$ cat config.mk
export PLATFORM = sky130hd
export DESIGN_NAME = seg_scan_driver
export DESIGN_NICKNAME = d
export VERILOG_FILES = /design/src/rtl/seg_pkg.sv /design/src/rtl/seg7_decode.sv /design/src/rtl/seg_scan_driver.sv
export SDC_FILE = /design/constraint.sdc
export NUM_CORES = 1
export LEC_CHECK = 0
export CAP_MARGIN = 20
export CORE_MARGIN = 2
export CORE_UTILIZATION = 38
export DETAILED_ROUTE_END_ITERATION = 8
export DONT_BUFFER_PORTS = 1
export PLACE_DENSITY = 0.57
export REMOVE_ABC_BUFFERS = 1
export SLEW_MARGIN = 15
export SYNTH_ARGS = -nofsm -noshare
export SYNTH_HDL_FRONTEND = slang
export SYNTH_HIERARCHICAL = 1
export SYNTH_SLANG_ARGS = --single-unit
$ cat constraint.sdc
create_clock -name clk -period 7 [get_ports clk]
set_clock_uncertainty 0.2 [all_clocks]
set_input_delay 0 -clock clk [delete_from_list [all_inputs] [get_ports clk]]
set_output_delay 0 -clock clk [all_outputs]
set_load 0.02 [all_outputs]
$ cat src/rtl/seg_pkg.sv
// Shared 7-segment glyph encodings (active-low, bit order g..a) and the code-to-glyph decoder.
package seg_pkg;

   localparam logic [6:0] SEG_0     = 7'h40;
   localparam logic [6:0] SEG_1     = 7'h79;
   localparam logic [6:0] SEG_2     = 7'h24;
   localparam logic [6:0] SEG_3     = 7'h30;
   localparam logic [6:0] SEG_4     = 7'h19;
   localparam logic [6:0] SEG_5     = 7'h12;
   localparam logic [6:0] SEG_6     = 7'h02;
   localparam logic [6:0] SEG_7     = 7'h78;
   localparam logic [6:0] SEG_8     = 7'h00;
   localparam logic [6:0] SEG_9     = 7'h10;
   localparam logic [6:0] SEG_DASH  = 7'h3F;
   localparam logic [6:0] SEG_BLANK = 7'h7F;

   localparam logic [3:0] CODE_DASH = 4'hA;

   // Codes B..F have no glyph and render as blank.
   function automatic logic [6:0] seg_decode(input logic [3:0] code);
      logic [6:0] glyph;
      case (code)
         4'h0:      glyph = SEG_0;
         4'h1:      glyph = SEG_1;
         4'h2:      glyph = SEG_2;
         4'h3:      glyph = SEG_3;
         4'h4:      glyph = SEG_4;
         4'h5:      glyph = SEG_5;
         4'h6:      glyph = SEG_6;
         4'h7:      glyph = SEG_7;
         4'h8:      glyph = SEG_8;
         4'h9:      glyph = SEG_9;
         CODE_DASH: glyph = SEG_DASH;
         default:   glyph = SEG_BLANK;
      endcase
      return glyph;
   endfunction

endpackage

$ cat src/rtl/seg7_decode.sv
// Combinational decode of one 4-bit digit code into its active-low g..a segment pattern.
module seg7_decode
   import seg_pkg::*;
(
   input  logic [3:0] code,
   output logic [6:0] glyph
);

   assign glyph = seg_decode(code);

endmodule

$ cat src/rtl/seg_scan_driver.sv
// Time-multiplexed, double-buffered driver for an N_DIG-digit common-anode 7-segment display,
// with a blanking window at the start of every digit slot to suppress ghosting.
module seg_scan_driver
   import seg_pkg::*;
#(
   parameter int F_CLK      = 50_000_000,
   parameter int F_CLK_SLOW = 1000,
   parameter int N_DIG      = 8,
   parameter int DEAD       = 64
) (
   input  logic                 clk,
   input  logic                 rst,
   input  logic [4*N_DIG-1:0]   digits,
   input  logic [N_DIG-1:0]     dp_mask,
   output logic [N_DIG-1:0]     cs,
   output logic [7:0]           o_dig_sel,
   output logic                 frame_done
);

   localparam int DIV   = F_CLK / F_CLK_SLOW;
   localparam int CNT_W = (DIV > 1) ? $clog2(DIV) : 1;
   localparam int IDX_W = (N_DIG > 1) ? $clog2(N_DIG) : 1;

   localparam logic [CNT_W-1:0] CNT_MAX  = CNT_W'(DIV - 1);
   localparam logic [CNT_W-1:0] CNT_DEAD = CNT_W'(DEAD);
   localparam logic [IDX_W-1:0] IDX_MAX  = IDX_W'(N_DIG - 1);

   if (DEAD < 0 || DEAD >= DIV) begin : g_bad_dead
      $error("seg_scan_driver: DEAD must satisfy 0 <= DEAD < DIV");
   end
   if (N_DIG < 1 || N_DIG > 8) begin : g_bad_ndig
      $error("seg_scan_driver: N_DIG must be in 1..8");
   end

   logic [CNT_W-1:0]   cnt_q, cnt_d;
   logic [IDX_W-1:0]   idx_q, idx_d;
   logic [4*N_DIG-1:0] shadow_dig_q, shadow_dig_d;
   logic [N_DIG-1:0]   shadow_dp_q, shadow_dp_d;
   logic [N_DIG-1:0]   cs_q, cs_d;
   logic [7:0]         seg_q, seg_d;
   logic               frame_done_q, frame_done_d;

   logic               frame_start, cnt_wrap;
   logic [3:0]         cur_code;
   logic               cur_dp;
   logic [N_DIG-1:0]   cur_sel;
   logic [6:0]         cur_glyph;

   // Digit selection reads the next shadow value so that a frame-start capture is visible
   // immediately, which keeps the first slot correct even when there is no dead time.
   always_comb begin
      frame_start  = (cnt_q == '0) && (idx_q == '0);
      cnt_wrap     = (cnt_q == CNT_MAX);
      cnt_d        = cnt_wrap ? '0 : cnt_q + CNT_W'(1);
      idx_d        = idx_q;
      if (cnt_wrap) begin
         idx_d = (idx_q == IDX_MAX) ? '0 : idx_q + IDX_W'(1);
      end
      shadow_dig_d = frame_start ? digits  : shadow_dig_q;
      shadow_dp_d  = frame_start ? dp_mask : shadow_dp_q;

      cur_code = 4'hF;
      cur_dp   = 1'b0;
      cur_sel  = '0;
      for (int i = 0; i < N_DIG; i++) begin
         if (idx_q == IDX_W'(i)) begin
            cur_code   = shadow_dig_d[4*i +: 4];
            cur_dp     = shadow_dp_d[i];
            cur_sel[i] = 1'b1;
         end
      end
   end

   seg7_decode u_decode (
      .code  (cur_code),
      .glyph (cur_glyph)
   );

   always_comb begin
      cs_d         = '1;
      seg_d        = 8'hFF;
      frame_done_d = cnt_wrap && (idx_q == IDX_MAX);
      if (cnt_q >= CNT_DEAD) begin
         cs_d  = ~cur_sel;
         seg_d = {~cur_dp, cur_glyph};
      end
   end

   always_ff @(posedge clk) begin
      if (rst) begin
         cnt_q        <= '0;
         idx_q        <= '0;
         shadow_dig_q <= '1;
         shadow_dp_q  <= '0;
         cs_q         <= '1;
         seg_q        <= 8'hFF;
         frame_done_q <= 1'b0;
      end else begin
         cnt_q        <= cnt_d;
         idx_q        <= idx_d;
         shadow_dig_q <= shadow_dig_d;
         shadow_dp_q  <= shadow_dp_d;
         cs_q         <= cs_d;
         seg_q        <= seg_d;
         frame_done_q <= frame_done_d;
      end
   end

   assign cs         = cs_q;
   assign o_dig_sel  = seg_q;
   assign frame_done = frame_done_q;

endmodule
After elaboration in Yosys (flattened, before gate mapping)
Memory sizes are Yosys's and may differ from the RTL's. A register that Yosys moved wholly into a read port is not among the register bits.
Index checks and enable logic that the tools add are counted.
- flip-flop bits (word level): 76
- bits in latches: 0
- memory bits (writable): 0
- bits in read-only memories: 112
- input port bits: 42
- logic and storage cells: 55
- memories: 1
- memory list (name ; depth ; width ; read ports ; clocked after Yosys merged registers in ; wr ports ; line ; RTL):
    (name not given) ; 16 ; 7 ; 1 ; 1 ; 0 ; seg_pkg.sv:22 ; case (code)
- add/subtract/negate cells: 2
- multiply operators: 0
- divide/modulo/power cells: 0
- order comparisons: 1
- equality and inequality tests: 8
- shift-type cells: 0
- mux-type cells: 27
- bitwise logic cells: 3
- reduce and logical (&&, ||, !) cells: 6
- operators by type and width (kind ; count):
    32-bit two-way mux ; 1
    4-bit two-way mux ; 8
    16-bit by 1-bit adder with 16-bit output (second input constant) ; 1
    16-bit equality test (second input constant) ; 1
    16-bit by 7-bit greater-or-equal comparator with 1-bit output (second input constant) ; 1
    16-bit logical NOT ; 1
    1-bit two-way mux ; 16
    3-bit equality test (second input constant) ; 4
    8-bit two-way mux ; 1
    8-bit NOT ; 1
    3-bit by 2-bit equality test with 1-bit output (second input constant) ; 2
    2-bit OR reduction ; 2
    3-bit by 1-bit adder with 3-bit output (second input constant) ; 1
    3-bit by 1-bit equality test with 1-bit output (second input constant) ; 1
    3-bit logical NOT ; 1
    3-bit two-way mux ; 1
    1-bit logical AND ; 2
    1-bit NOT ; 2

Logic depth before layout (Yosys ltp)
- word-level depth: 12
- mapped depth: 18

Cells and area by module
Netlist, hierarchy kept.
- modules (own cells, without submodules) (module ; times used ; cells each ; area an instance (um^2)):
    seg_scan_driver ; 1 ; 411 ; 3458.3
    seg7_decode ; 1 ; 33 ; 224.0

Worst setup path before layout
Ideal clock, no wire load.
- kind: reg2reg
- from: register idx_q[2]
- to: register seg_q[3] (netlist: o_dig_sel[3])
- library setup time: 0.127 ns
- data arrival time: 3.138 ns
- required time: 6.673 ns
- slack: 3.535 ns
- cell stages (with the launch flop): 16
- buffers on the path: 2
- cells stage by stage: dfxtp_1 -> buf_2 -> inv_1 -> ha_1 -> buf_2 -> or3b_2 -> a211oi_1 -> a31oi_1 -> a32oi_1 -> o21a_1 -> inv_1 -> ha_1 -> or2_1 -> a21oi_2 -> a31oi_1 -> or3_1
- cells in the longest elaborated chain, start to end: 11
- elaborated cells on any way between the ends: 18
- those cells by class: 7 x eq/ne; 9 x mux; 2 x reduce/logical
- RTL lines (what ; line ; RTL):
    from (decl) ; seg_scan_driver.sv:36 ; logic [IDX_W-1:0] idx_q, idx_d;
    from (signal assigned) ; seg_scan_driver.sv:100 ; idx_q <= idx_d;
    3-bit logical NOT ; seg_scan_driver.sv:52, seg_scan_driver.sv:66 ;
    1-bit logical AND ; seg_scan_driver.sv:52 ; frame_start = (cnt_q == '0) && (idx_q == '0);
    32-bit two-way mux ; seg_scan_driver.sv:59 ; shadow_dig_d = frame_start ? digits : shadow_dig_q;
    4-bit two-way mux (7 in series) ; seg_scan_driver.sv:66 ; if (idx_q == IDX_W'(i)) begin
    4-bit two-way mux (*) ; seg_scan_driver.sv:66 ;
    net cur_code[1] ; seg_scan_driver.sv:44 ; logic [3:0] cur_code;
    to (decl) ; seg_scan_driver.sv:40 ; logic [7:0] seg_q, seg_d;
The timed path passes the listed nets; every way through them passes the cells marked *.
A chain may end at the register's enable or synchronous reset.

Final worst setup path
- from: register idx_q[0]
- to: register seg_q[0] (netlist: o_dig_sel[0])
The elaborated chain is that of the path after synthesis.

==> flow_metrics.tcl <==
set metrics [dict create \
    die_h_um 102 \
    synth_xor_xnor_area_share 0.0333 \
    clk_path_buf_depth 2 \
    grt-ovfl-total 0 \
    cts_root_buffer "clkbuf_8" \
    min_from "dp_mask[1]" \
    grt_pass1_vias 3151 \
    p_total_mw 0.934 \
    multi_input_area_sq_um 1910 \
    stdcell_area_sq_um 4350 \
    diodes 0 \
    area_growth_pct 18.1 \
    syn_inst 444 \
    worst_slack_ns 2.31 \
    syn-cell-area_sq_um 3680 \
    finalSetupTns_ns 0 \
    use_met2 0.315 \
    reg2reg_from "idx_q[0]" \
    use_met1 0.251 \
    io_pins 59 \
    pwr-share-comb 0.173 \
    crit_type "flip-flop to flip-flop" \
    crit_arrival_ns 4.72 \
    postPlaceCellArea_sq_um 3710 \
    cap_violations 0 \
    postCtsResizedCells 0 \
    power.switching_mw 0.259 \
    p_seq_frac 0.503 \
    synth_top_family_by_area "simple AND/OR/NAND/NOR gates" \
    die_width_um 102 \
    insertion_delay_ns 0.35 \
    fmax_ghz 0.213 \
    gp_congestion 0.829 \
    n_fill_cell 940 \
    vias 3207 \
    drtIter0Drc 189 \
    async_reset_ff_frac 0 \
    die-area_sq_um 10500 \
    period_share 0.669 \
    ir_drop_mv 0.131 \
    cp.required_ns 7.03 \
    ys_warn_count 6 \
    initial_core_util 0.395 \
    intPower_mw 0.675 \
    synth_edf_count 0 \
    rsz0062_at_grt "no" \
    layout_commonest_cell "dfxtp_1" \
    h-tree-depth 3 \
    nets 530 \
    yosys.area_share.adder 0.0442 \
    grt_pass1_wl_um 15600 \
    muxShareOfSynthArea 0.0275 \
    min_to "o_dig_sel[7]" \
    drive_gt1_frac 0.0688 \
    cts_tree "done" \
    crit_fanout 29 \
    report.final.slew_viol_count 0 \
    grt_busiest_layer "met2" \
    hp-class "input port to flip-flop" \
    p_sw_frac 0.277 \
    critPathCaptureType "flip-flop" \
    cts.sinks 76 \
    cts_setup_buffers 0 \
    power_per_cell_area_nw_per_um2 215 \
    wire_per_inst_um 16.1 \
    grt_start_max_net_pins 35 \
    fin_util 0.466 \
    viasPerCell 5.27 \
    clk_pin_slew_worst_paths_ns 0.08 \
    track_usage 0.193 \
    rows 35 \
    pwr-share-clk 0.324 \
    status "completed" \
    period_needed_ns 4.69 \
    dp_hpwl_um 6590 \
    antenna_found_initial 0 \
    dp_slack_ns 2.36 \
    core_sq_um 9330 \
    tightest_slew_ns 1.04 \
    ys.flop_type "dfxtp_1" \
    slew_headroom 0.310 \
    yosysSeqAreaShare 0.413 \
    whs_path_depth 4 \
    ys_seq_elements 76 \
    grt.met3_usage 0.0472 \
    reg2reg_depth 14 \
    synthSimpleGateAreaFrac 0.243 \
    reg2reg_setup_slack_ns 2.31 \
    hold_violations 0 \
    drc 0 \
    synth.distinct_cells 61 \
    regArea_sq_um 1520 \
    synth-compound-area-share 0.172 \
    finalSetupViolCount 0 \
    wl_um 9810 \
    leakage_nw 1.77 \
    portBuffers 0 \
    ant_nets 0 \
    cts_buffers 9 \
    dr.pass1.iters 5 \
    mostFrequentLayoutCells "76 x dfxtp_1, 65 x nor2_1, 55 x nand2_1, 43 x dlygate4sd3_1, 23 x inv_1" \
    critPathLaunchType "flip-flop" \
    syn_avg_cell_area_sq_um 8.29 \
    r2r_end "o_dig_sel[0]" \
]
-- final cells by class --
class,instances,share of cell area
Tap cell,129,0.0371
Clock inverter,4,0.00547
Multi-Input combinational cell,317,0.440
Sequential cell,76,0.350
Clock buffer,12,0.0357
Inverter,23,0.0199
Timing Repair Buffer,48,0.112
-- routing by layer --
metal | wire length, um | up-vias
met1 | 4450 | 1498
met4 | 102 | 0
met5 | 0 | -
met3 | 578 | 11
li1 | - | 1599
met2 | 4680 | 99
-- timing repair --
| item | 4_1_cts | 5_1_grt |
|---|---|---|
| setup endpoints to repair | 0 | 0 |
| hold buffers | 42 | 1 |
| endpoints found under the hold margin | 61 | 20 |
-- registers in the layout, summed over array words and instances, names as in the netlist --
name,count
idx_q,3
cnt_q,16
frame_done,1
shadow_dp_q,8
o_dig_sel,8
shadow_dig_q,32
cs,8
-- through the flow --
step                      instances  hold slack (ns)
after detailed placement        549           -0.127
after global placement          549           -0.129
after CTS                       607           0.0644
after floorplan                 416           -0.131
final                           609           0.0842
after global routing            609            0.138
-- cell families after synthesis --
kind of cell | count (synthesis)
DFF | 76
and+or+nand+nor | 188
AOI/OAI and AO/OA | 92
xor gates and xnor gates | 14
adders and majority gates | 13
muxes | 10
buffers and inverters | 51
-- power by group through the flow --
stage	combinational (mW)	clock (mW)	sequential (mW)
after floorplan	0.105	0	0.475
after global placement	0.134	0	0.478
after detailed placement	0.137	0	0.479
after CTS	0.159	0.313	0.469
after global routing	0.182	0.332	0.471
final	0.162	0.303	0.469
-- Yosys cell counts, types with 4 or more instances --
cell	number	area share
a21oi_1	16	0.022
clkbuf_1	14	0.014
nor2_1	65	0.066
nand2b_1	5	0.0085
o21ai_1	4	0.0054
nand2_1	55	0.056
ha_1	13	0.044
o21ai_0	18	0.024
mux2i_1	9	0.024
inv_1	23	0.023
buf_6	4	0.012
a211oi_1	5	0.010
dfxtp_1	76	0.41
xor2_1	8	0.019
buf_2	7	0.0095
nor3_1	5	0.0068
and3_1	9	0.015
nand3_1	20	0.027
o221ai_1	4	0.0095
a31oi_1	5	0.0085
or3_1	8	0.014
xnor2_1	6	0.014
o211ai_1	11	0.022
-- how the worst max path moves through the flow --
stage / startpoint / to / slack, ns / depth (start not counted)
floorplan: cnt_q[10] / o_dig_sel[3] / 2.62 / 12
global placement: idx_q[0] / o_dig_sel[1] / 2.56 / 13
detailed placement: idx_q[0] / o_dig_sel[0] / 2.36 / 14
CTS: idx_q[0] / o_dig_sel[0] / 2.33 / 14
global route: idx_q[0] / o_dig_sel[0] / 1.90 / 14
finish: idx_q[0] / o_dig_sel[0] / 2.31 / 14
-- critical path, stage by stage, from the launching register on --
cell     delay (ns)
dfxtp_1        0.35
inv_1          0.09
ha_1           0.34
nor2b_1        0.22
and4_1         0.63
and2_1         0.91
a31oi_1        0.22
a32oi_1        0.26
o21a_1         0.25
inv_1          0.12
ha_1           0.19
or2_1          0.22
a21oi_2        0.15
nor2_1         0.06
or3_1          0.34
Note: power is estimated with default switching activity, not from simulation.
